$ cat config.mk
export PLATFORM = sky130hd
export DESIGN_NAME = vmem_arbiter
export DESIGN_NICKNAME = d
export VERILOG_FILES = /design/src/rtl/vmem_pkg.sv /design/src/rtl/tgl_sync_edge.sv /design/src/rtl/vmem_arbiter.sv
export SDC_FILE = /design/constraint.sdc
export NUM_CORES = 1
export LEC_CHECK = 0
export BUFFER_PORTS_ARGS = -buffer_cell sky130_fd_sc_hd__buf_4
export CORE_ASPECT_RATIO = 1.1
export CORE_MARGIN = 8
export CORE_UTILIZATION = 52
export DETAILED_ROUTE_END_ITERATION = 7
export PLACE_DENSITY = 0.78
export SYNTH_ARGS = -nofsm -noshare
export SYNTH_HDL_FRONTEND = slang
export SYNTH_SLANG_ARGS = --single-unit
$ cat constraint.sdc
create_clock -name pclk -period 4.2 [get_ports pclk]
set_clock_uncertainty 0.1 [all_clocks]
set_input_delay 0.21 -clock pclk [delete_from_list [all_inputs] [get_ports pclk]]
set_output_delay 0.21 -clock pclk [all_outputs]
set_load 0.05 [all_outputs]
$ cat src/rtl/vmem_pkg.sv
// Shared definitions for the video-memory arbiter and the engines it grants.
// The owner codes also appear on the engine side, which compares them with arb_state.
package vmem_pkg;

  // Owner codes carried on arb_state
  localparam logic [1:0] ARB_RD   = 2'b00;
  localparam logic [1:0] ARB_WR0  = 2'b01;
  localparam logic [1:0] ARB_WR1  = 2'b10;
  localparam logic [1:0] ARB_NONE = 2'b11;

  // Arbiter FSM encodings
  localparam logic [1:0] ST_IDLE      = 2'd0;
  localparam logic [1:0] ST_GRANT     = 2'd1;
  localparam logic [1:0] ST_WAIT_DONE = 2'd2;
  localparam logic [1:0] ST_GAP       = 2'd3;

  // Maps an owner code to the one-hot enable vector {wr1, wr0, rd}
  function automatic logic [2:0] arbOneHot(input logic [1:0] owner);
    case (owner)
      ARB_RD:  return 3'b001;
      ARB_WR0: return 3'b010;
      ARB_WR1: return 3'b100;
      default: return 3'b000;
    endcase
  endfunction

endpackage

$ cat src/rtl/tgl_sync_edge.sv
// Brings a memclk-domain completion toggle into pclk and turns each
// transition into a one-cycle event pulse, three pclk after the input edge.
// It has no reset so it keeps following the toggle level across an
// arbiter reset. A stale toggle then yields only a pulse that the idle
// arbiter ignores.
module tgl_sync_edge (
  input  logic pclk,
  input  logic tgl_i,
  output logic evt_o
);

  logic meta_q;
  logic sync_q;
  logic last_q;
  logic evt_q;

  // Two-flop synchronizer, then compare against the previous synced level
  always_ff @(posedge pclk) begin
    meta_q <= tgl_i;
    sync_q <= meta_q;
    last_q <= sync_q;
    evt_q  <= sync_q ^ last_q;
  end

  assign evt_o = evt_q;

endmodule

$ cat src/rtl/vmem_arbiter.sv
// Grants the shared DDR controller ports to the display read engine or one
// of the two capture write engines. It grants one engine at a time, holds
// the grant until that engine's done toggle arrives or a timeout fires,
// then enforces an idle gap before the next grant.
// Optional grant statistics: define VMEM_ARB_STATS_EN.
module vmem_arbiter
  import vmem_pkg::*;
#(
  parameter int unsigned GAP_CYC    = 4,
  parameter int unsigned TIMEOUT    = 4095,
  parameter int unsigned STARVE_LIM = 3
) (
  input  logic        pclk,
  input  logic        rst,
  input  logic        rd_req,
  input  logic        wr0_req,
  input  logic        wr1_req,
  input  logic        rd_done_tgl,
  input  logic        wr0_done_tgl,
  input  logic        wr1_done_tgl,
  output logic        rd_en,
  output logic        wr0_en,
  output logic        wr1_en,
  output logic [1:0]  arb_state,
  output logic        busy,
  output logic        timeout_err
`ifdef VMEM_ARB_STATS_EN
  ,
  output logic [15:0] rd_gnt_cnt,
  output logic [15:0] wr0_gnt_cnt,
  output logic [15:0] wr1_gnt_cnt,
  output logic [15:0] max_wait
`endif
);

  localparam int unsigned GAP_LAST_I = GAP_CYC - 1;
  localparam int unsigned TMO_LAST_I = TIMEOUT - 1;
  localparam logic [7:0]  GAP_LAST   = GAP_LAST_I[7:0];
  localparam logic [11:0] TMO_LAST   = TMO_LAST_I[11:0];
  localparam logic [3:0]  STARVE_CAP = STARVE_LIM[3:0];

  logic [1:0]  state_q,     state_d;
  logic [1:0]  winner_q,    winner_d;
  logic [2:0]  en_q,        en_d;
  logic [1:0]  arbState_q,  arbState_d;
  logic [11:0] timer_q,     timer_d;
  logic [7:0]  gapCnt_q,    gapCnt_d;
  logic [3:0]  starveCnt_q, starveCnt_d;
  logic        rrPtr_q,     rrPtr_d;
  logic        tmoErr_q,    tmoErr_d;

  logic rdEvt, wr0Evt, wr1Evt;
  logic ownerDone, tmoHit, relNow;
  logic wrPend, pickWr;
  logic [1:0] wrPick;

  tgl_sync_edge uRdSync  (.pclk(pclk), .tgl_i(rd_done_tgl),  .evt_o(rdEvt));
  tgl_sync_edge uWr0Sync (.pclk(pclk), .tgl_i(wr0_done_tgl), .evt_o(wr0Evt));
  tgl_sync_edge uWr1Sync (.pclk(pclk), .tgl_i(wr1_done_tgl), .evt_o(wr1Evt));

  // Only the current owner's completion counts; the others are dropped
  assign ownerDone = ((arbState_q == ARB_RD)  && rdEvt)  ||
                     ((arbState_q == ARB_WR0) && wr0Evt) ||
                     ((arbState_q == ARB_WR1) && wr1Evt);
  assign tmoHit    = (timer_q == TMO_LAST);
  assign relNow    = (state_q == ST_WAIT_DONE) && (ownerDone || tmoHit);

  // Writes win when rd is absent or has used up its starvation allowance
  assign wrPend = wr0_req || wr1_req;
  assign pickWr = wrPend && (!rd_req || (starveCnt_q == STARVE_CAP));
  assign wrPick = (wr0_req && wr1_req) ? (rrPtr_q ? ARB_WR1 : ARB_WR0)
                                       : (wr0_req ? ARB_WR0 : ARB_WR1);

  // Next-state logic for the grant FSM, fairness state and timers
  always_comb begin
    state_d     = state_q;
    winner_d    = winner_q;
    en_d        = en_q;
    arbState_d  = arbState_q;
    timer_d     = timer_q;
    gapCnt_d    = gapCnt_q;
    starveCnt_d = starveCnt_q;
    rrPtr_d     = rrPtr_q;
    tmoErr_d    = tmoErr_q;
    case (state_q)
      ST_IDLE: begin
        if (rd_req || wrPend) begin
          state_d = ST_GRANT;
          if (pickWr) begin
            winner_d    = wrPick;
            starveCnt_d = 4'd0;
            rrPtr_d     = (wrPick == ARB_WR0);
          end else begin
            winner_d = ARB_RD;
            if (wrPend && (starveCnt_q != STARVE_CAP)) begin
              starveCnt_d = starveCnt_q + 4'd1;
            end
          end
        end
      end
      ST_GRANT: begin
        en_d       = arbOneHot(winner_q);
        arbState_d = winner_q;
        timer_d    = 12'd0;
        state_d    = ST_WAIT_DONE;
      end
      ST_WAIT_DONE: begin
        if (relNow) begin
          en_d       = 3'b000;
          arbState_d = ARB_NONE;
          gapCnt_d   = 8'd0;
          state_d    = ST_GAP;
          if (!ownerDone) begin
            tmoErr_d = 1'b1;
          end
        end else begin
          timer_d = timer_q + 12'd1;
        end
      end
      default: begin
        if (gapCnt_q == GAP_LAST) begin
          state_d = ST_IDLE;
        end else begin
          gapCnt_d = gapCnt_q + 8'd1;
        end
      end
    endcase
  end

  // State registers with synchronous reset
  always_ff @(posedge pclk) begin
    if (rst) begin
      state_q     <= ST_IDLE;
      winner_q    <= ARB_NONE;
      en_q        <= 3'b000;
      arbState_q  <= ARB_NONE;
      timer_q     <= 12'd0;
      gapCnt_q    <= 8'd0;
      starveCnt_q <= 4'd0;
      rrPtr_q     <= 1'b0;
      tmoErr_q    <= 1'b0;
    end else begin
      state_q     <= state_d;
      winner_q    <= winner_d;
      en_q        <= en_d;
      arbState_q  <= arbState_d;
      timer_q     <= timer_d;
      gapCnt_q    <= gapCnt_d;
      starveCnt_q <= starveCnt_d;
      rrPtr_q     <= rrPtr_d;
      tmoErr_q    <= tmoErr_d;
    end
  end

  assign rd_en       = en_q[0];
  assign wr0_en      = en_q[1];
  assign wr1_en      = en_q[2];
  assign arb_state   = arbState_q;
  assign busy        = (state_q != ST_IDLE);
  assign timeout_err = tmoErr_q;

`ifdef VMEM_ARB_STATS_EN
  logic [15:0] rdCnt_q, wr0Cnt_q, wr1Cnt_q, maxWait_q;
  logic [15:0] waitLen;

  assign waitLen = {4'd0, timer_q} + 16'd1;

  // Per-port grant counters and longest grant duration
  always_ff @(posedge pclk) begin
    if (rst) begin
      rdCnt_q   <= 16'd0;
      wr0Cnt_q  <= 16'd0;
      wr1Cnt_q  <= 16'd0;
      maxWait_q <= 16'd0;
    end else begin
      if (state_q == ST_GRANT) begin
        case (winner_q)
          ARB_RD:  rdCnt_q  <= rdCnt_q + 16'd1;
          ARB_WR0: wr0Cnt_q <= wr0Cnt_q + 16'd1;
          ARB_WR1: wr1Cnt_q <= wr1Cnt_q + 16'd1;
          default: ;
        endcase
      end
      if (relNow && (waitLen > maxWait_q)) begin
        maxWait_q <= waitLen;
      end
    end
  end

  assign rd_gnt_cnt  = rdCnt_q;
  assign wr0_gnt_cnt = wr0Cnt_q;
  assign wr1_gnt_cnt = wr1Cnt_q;
  assign max_wait    = maxWait_q;
`endif

endmodule

==> results of run 1 <==
kinds of logic (layout without fill, tap and decap cells):
group / Yosys count / count (layout) / share of synthesized area (%)
AND/OR/NAND/NOR: 90 / 90 / 22.6
AO/OA/AOI/OAI: 68 / 68 / 21.6
flip-flops: 47 / 47 / 43.7
buffers and inverters: 17 / 34 / 3.02
multiplexers: 8 / 8 / 3.72
adder cells (fa/ha/maj): 7 / 7 / 4.07
XOR/XNOR: 3 / 3 / 1.22
Yosys cell counts (all sizes together) (3+ instances only):
cell,instances
nand4,7
o31ai,5
nand2b,4
o21ai,7
inv,8
a21oi,17
nand3,14
ha,7
a31oi,4
nor2,12
nor4,6
o21a,3
nor2b,4
nand2,18
or4,4
xor2,3
or2,3
a21boi,5
or3,5
dfxtp,47
clkbuf,8
a211oi,3
nor3,7
o22ai,5
mux2i,8
o211ai,6
report_power, final:
group,internal [uW],total (uW),leakage (uW),switching (uW)
sequential,490,529,0.000385,39.7
clock,181,343,0.0000587,163
combinational,150,457,0.000433,306
total,820,1330,0.000877,509
routing by layer:
| layer | share of wire (%) | routed length, um |
|---|---|---|
| met3 | 3.7 | 172 |
| met2 | 49 | 2300 |
| met4 | 2.3 | 106 |
| met1 | 45 | 2100 |
| met5 | 0 | 0 |
how the worst min path moves through the flow:
stage                          startpoint         endpoint  slack [ps]  depth (start not counted)
final                              rd_req   starveCnt_q[3]         110                          3
after global routing               rd_req   starveCnt_q[3]         110                          3
after CTS                          rd_req   starveCnt_q[3]         110                          3
after detailed placement      rd_done_tgl   uRdSync.meta_q         220                          1
after global placement    uWr0Sync.meta_q  uWr0Sync.sync_q         210                          0
after floorplan               rd_done_tgl   uRdSync.meta_q         140                          0
cell type report:
| type | count | share of cell area [%] |
|---|---|---|
| clock buffer | 5 | 2.82 |
| clock inverter | 3 | 1.95 |
| inverter | 8 | 1.23 |
| multi-input combinational | 176 | 47.0 |
| sequential | 47 | 38.5 |
| tap | 52 | 2.67 |
| timing repair buffer | 18 | 5.84 |
worst max-delay path, delay by kind of cell (launching register included):
kind | cells | cell delay [ps]
AOI/OAI and AO/OA | 2 | 680
adders and majority gates | 1 | 440
buffers and inverters | 1 | 90
DFF | 1 | 320
and+or+nand+nor | 1 | 630
stage by stage:
stage / area (um2) / total power, uW / setup slack, ps / hold slack [ps]
finish: 2440 / 1330 / 1850 / 112
global route: 2440 / 1400 / 1650 / 113
CTS: 2440 / 1330 / 1860 / 106
detailed placement: 2290 / 989 / 1900 / 216
global placement: 2290 / 981 / 1940 / 212
floorplan: 2150 / 874 / 2170 / 138
sequential cells by signal (all words and copies together), names as in the netlist, 2 cells and up:
name	flops
en_q	3
winner_q	2
timer_q	12
gapCnt_q	8
state_q	2
starveCnt_q	4
arb_state	2
timing repair:
action / in CTS / in global routing
hold buffers: 3 / 0
endpoints found under the hold margin: 3 / 0
resized for setup: 0 / 0
setup endpoints to repair: 0 / 0
==> reports/qor.txt, run 1 <==
gr usage total: 14.6%
post-route ant nets: 0
met1 GRT Util: 17.0%
Placement Rows: 24
Primary FF master, synth: dfxtp_1
PD cells: 545 nW/um2
Async S/R FF share, synth: 0%
first-iteration detailed-routing DRC count: 88
DRC violations left: 0
GPL Wtd Cong: 0.854
Yosys top cell by area: dfxtp_1
Sink Count: 47
dpl hpwl: 3240 um
area of the multi-input gates: 1150 um2
chip width: 77.3 um
top post-synthesis cells by area: dfxtp_1 44%, ha_1 4.1%, a21oi_1 4.0%
CTS Buffer Depth: 2
period utilization: 55.9%
Fin. Hold Viols: 0
CP Class: reg2reg
WL/cell: 15.1 um
initial antenna violation count: 0
Initial DRT Pass Iterations: 4
Critical Path RT: 4330 ps
max frequency: 426 MHz
met3 usage: 3.77%
syn_nets: 255
setup TNS: 0 ps
GR peak layer: met2
commonest non-fill, non-tap cell in the layout: dfxtp_1
CP Data Arrival Time: 2480 ps
ANT cells: 0
Die ar.: 6460 um2
I/O Pins: 15
Leak: 0.000877 uW
Worst-Skew Late Latency: 300 ps
synth warn: 0
#FFs+latches synth: 47
max-cap violations: 0
R2R cell count: 5
status: finished, final reports clean
flop2flop setup slack: 1850 ps
vias in the first global route: 1775
Worst Hold Class: in2reg
Via-to-Cell Ratio: 6.15
global route overflow: 0
synthesis-to-layout area growth: 13.4%
Setup Viol. Count Final: 0
share of cells above drive strength 1: 12.1%
Cell variety after synth: 46
CP Max Fanout: 16
Synth top area share: 43.7%
post-CTS setup buffers: 0
Syn Inst Count: 240
final net count: 271
worst setup path startpoint: state_q[0]
Netlist Area Pre-Place: 2150 um2
CTS buffer count: 5
CTS tree: done
met2 Use GR: 23.9%
VDD IR max: 322 uV
core footprint: 3960 um2
Worst Tran Pin Value: 1010 ps
Rel. slew slack: 32.2%
Crit. End Element: flop
Layout Cells excl Fill: 309
Reg area: 941 um2
largest net degree at the start of global routing: 28
routed wire length: 4670 um
RSZ-0062 raised after global routing: no
reg-to-reg endpoint: timer_q[3]
H-tree depth: 2
most frequent cells in the layout: 47 x dfxtp_1, 18 x nand2_1, 17 x a21oi_1
Seq/Total Area, Yosys: 43.7%
max-slew violation count: 0
port bufs: 14
Root Buffer: clkbuf_8
via count: 1899
Fillers: 378
Final min period: 2350 ps
Placed Cells: 298
Layout Utilization: 61.6%
first-pass GRT wire length: 7910 um
Critical Path End: timer_q[3]
CP Launch Type: flop
initial core utilization: 54.3%
Die Height: 83.5 um
Worst R2R Start: state_q[0]
critical path's slowest cell: or4_1
clock-pin slew on the worst setup and hold paths: 90 ps
average cell area after synthesis: 8.97 um2
CP max stage delay: 630 ps
worst-path cell chain: inv_1 > ha_1 > o211ai_1 > or4_1 > a21boi_0
EDFF count, synth: 0
Note: power is estimated with default switching activity, not from simulation.
==> run 2, diff against run 1 <==
--- a/config.mk
+++ b/config.mk
@@ -10,7 +10,7 @@
 export CORE_MARGIN = 8
 export CORE_UTILIZATION = 52
 export DETAILED_ROUTE_END_ITERATION = 7
-export PLACE_DENSITY = 0.78
+export PLACE_DENSITY = 0.81
 export SYNTH_ARGS = -nofsm -noshare
 export SYNTH_HDL_FRONTEND = slang
 export SYNTH_SLANG_ARGS = --single-unit
==> constraint.sdc (replaced) <==
create_clock -name pclk -period 2 [get_ports pclk]
set_clock_uncertainty 0.1 [all_clocks]
set_input_delay 0.1 -clock pclk [delete_from_list [all_inputs] [get_ports pclk]]
set_output_delay 0.1 -clock pclk [all_outputs]
set_load 0.05 [all_outputs]
==> reports/qor.txt, run 2 (synthesis results as in run 1) <==
chip width: 77.3 um (unchanged)
PD cells: 1120 nW/um2 (was 545 nW/um2)
initial antenna violation count: 0 (unchanged)
I/O Pins: 15 (unchanged)
Biggest register: timer_q (unchanged)
Die Height: 83.5 um (unchanged)
worst-path cell chain: ha_1 > nand4_1 > or4_4 > a221o_1 > mux2i_1 (was inv_1 > ha_1 > o211ai_1 > or4_1 > a21boi_0)
DRC violations left: 0 (unchanged)
met2 wire length: 2440 um (was 2300 um)
Fin. Hold Viols: 0 (unchanged)
Fillers: 333 (was 378)
clock-pin slew on the worst setup and hold paths: 90 ps (about the same)
critical path's slowest cell: or4_4 (was or4_1)
via count: 1960 (was 1899)
Via-to-Cell Ratio: 5.96 (was 6.15)
Placement Rows: 24 (unchanged)
VDD IR max: 734 uV (was 322 uV)
commonest non-fill, non-tap cell in the layout: dfxtp_1 (unchanged)
most frequent cells in the layout: 46 x dfxtp_1, 35 x buf_4, 18 x nand2_1 (was 47 x dfxtp_1, 18 x nand2_1, 17 x a21oi_1)
synthesis-to-layout area growth: 21.8% (was 13.4%)
share of cells above drive strength 1: 21.3% (was 12.1%)
Reg area: 942 um2 (was 941 um2)
Rel. slew slack: 63.1% (was 32.2%)
core footprint: 3960 um2 (unchanged)
flop2flop setup slack: 60 ps (was 1850 ps)
Critical Path End: state_q[1] (was timer_q[3])
Setup Viol. Count Final: 0 (unchanged)
max reg flops: 12 (unchanged)
CTS tree: done (unchanged)
Tot Pwr: 2920 uW (was 1330 uW)
Die ar.: 6460 um2 (unchanged)
status: finished, final reports clean (unchanged)
Worst Tran Pin Value: 552 ps (was 1010 ps)
Root Buffer: clkbuf_8 (unchanged)
Final min period: 1940 ps (was 2350 ps)
max-cap violations: 0 (unchanged)
GPL Wtd Cong: 0.890 (was 0.854)
reg-to-reg endpoint: state_q[1] (was timer_q[3])
CP Data Arrival Time: 2030 ps (was 2480 ps)
Worst R2R Start: timer_q[1] (was state_q[0])
max frequency: 515 MHz (was 426 MHz)
CP Class: reg2reg (unchanged)
sum of buffers and inverters on the critical path: 0 (was 1)
R2R cell count: 5 (unchanged)
WL/cell: 14.4 um (was 15.1 um)
Sink Count: 47 (unchanged)
period utilization: 97.1% (was 55.9%)
Highest Signal Layer: met4 (unchanged)
RSZ-0062 raised after global routing: yes (was no)
H-tree depth: 2 (unchanged)
Worst Hold Class: in2reg (unchanged)
M1 WL: 2010 um (was 2100 um)
Crit path max-delay family: simple AND/OR/NAND/NOR gates (was compound AO/OA/AOI/OAI gates)
max-slew violation count: 0 (unchanged)
first-iteration detailed-routing DRC count: 116 (was 88)
routed wire length: 4740 um (was 4670 um)
Layout Cells excl Fill: 329 (was 309)
CTS Buffer Depth: 2 (unchanged)
first-pass GRT wire length: 7750 um (was 7910 um)
initial core utilization: 54.3% (unchanged)
CP Launch Type: flop (unchanged)
global route overflow: 0 (unchanged)
Worst-Skew Late Latency: 300 ps (about the same)
CTS buffer count: 5 (unchanged)
post-route ant nets: 0 (unchanged)
Initial DRT Pass Iterations: 5 (was 4)
area of the multi-input gates: 1180 um2 (was 1150 um2)
Critical Path RT: 2090 ps (was 4330 ps)
largest net degree at the start of global routing: 28 (unchanged)
worst setup path startpoint: timer_q[1] (was state_q[0])
wire length on met3: 177 um (was 172 um)
ANT cells: 0 (unchanged)
Crit. End Element: flop (unchanged)
WP depth: 5 (unchanged)
Placed Cells: 317 (was 298)
vias in the first global route: 1752 (was 1775)
top flop regs: timer_q (12), gapCnt_q (8), starveCnt_q (4) (unchanged)
gr usage total: 14.3% (was 14.6%)
port bufs: 14 (unchanged)
final net count: 291 (was 271)
dpl hpwl: 3470 um (was 3240 um)
CP Max Fanout: 5 (was 16)
CP max stage delay: 500 ps (was 630 ps)
Leak: 0.000981 uW (was 0.000877 uW)
-- run 2: cell types whose count changed in the layout (fill, tap and decap cells not counted), sizes merged --
cell | previous run | this run
clkinv | 1 | 2
inv | 9 | 8
buf | 15 | 35
-- run 2: cell type report --
cell class                      count  share of cell area (%)
Tap cell                           52                    2.48
Clock inverter                      3                    1.67
Multi-Input combinational cell    176                    45.0
Timing Repair Buffer               38                    11.2
Sequential cell                    47                    35.9
Inverter                            8                    1.15
Clock buffer                        5                    2.63
-- run 2: worst min path at each step --
| stage | slack [ps] | to | cells past startpoint | from |
|---|---|---|---|---|
| global placement | 100 | uWr0Sync.meta_q | 1 | wr0_done_tgl |
| global route | 30 | starveCnt_q[2] | 3 | rd_req |
| CTS | 6 | starveCnt_q[3] | 3 | rd_req |
| detailed placement | 110 | uWr1Sync.meta_q | 1 | wr1_done_tgl |
| finish | 20 | starveCnt_q[3] | 3 | rd_req |
| floorplan | 30 | uRdSync.meta_q | 0 | rd_done_tgl |
-- run 2: metal layers --
metal | global-route usage, % | vias up
li1 | - | 979
met1 | 15.2 | 919
met2 | 25.5 | 47
met3 | 4.20 | 15
met4 | 5.84 | 0
met5 | 0 | -
-- run 2: what timing repair did --
action	4_1_cts	5_1_grt
endpoints found under the hold margin	3	0
endpoints found under the setup margin	3	10
pin swaps	0	1
cloned	0	0
resized for setup	2	9
hold buffers	3	0
setup buffers	0	1
-- run 2: worst register-to-register path, delay by kind of cell, from the launching register on --
kind	cells	cell delay [ps]
simple gates	2	640
compound gates	1	410
flops	1	380
fa+ha+maj	1	170
mux	1	130
-- run 2: where the power goes --
group          switching (uW)  internal [uW]  leakage, uW
sequential               79.0           1030     0.000385
clock                     320            372    0.0000581
combinational             690            433     0.000538
total                    1090           1830     0.000981
-- run 2: per-stage QoR --
step                util (%)  cell area (um2)  hold slack (ps)  setup WS (ps)  setup TNS (ps)
CTS                     65.4             2590             5.56           33.8               0
floorplan                  -             2150             27.7           94.9               0
detailed placement      61.5             2440              106          -11.4           -11.4
global route            66.1             2620             28.9          -3.35           -3.35
finish                  66.1             2620             19.6           58.2               0
global placement        61.5             2440              104           75.5               0
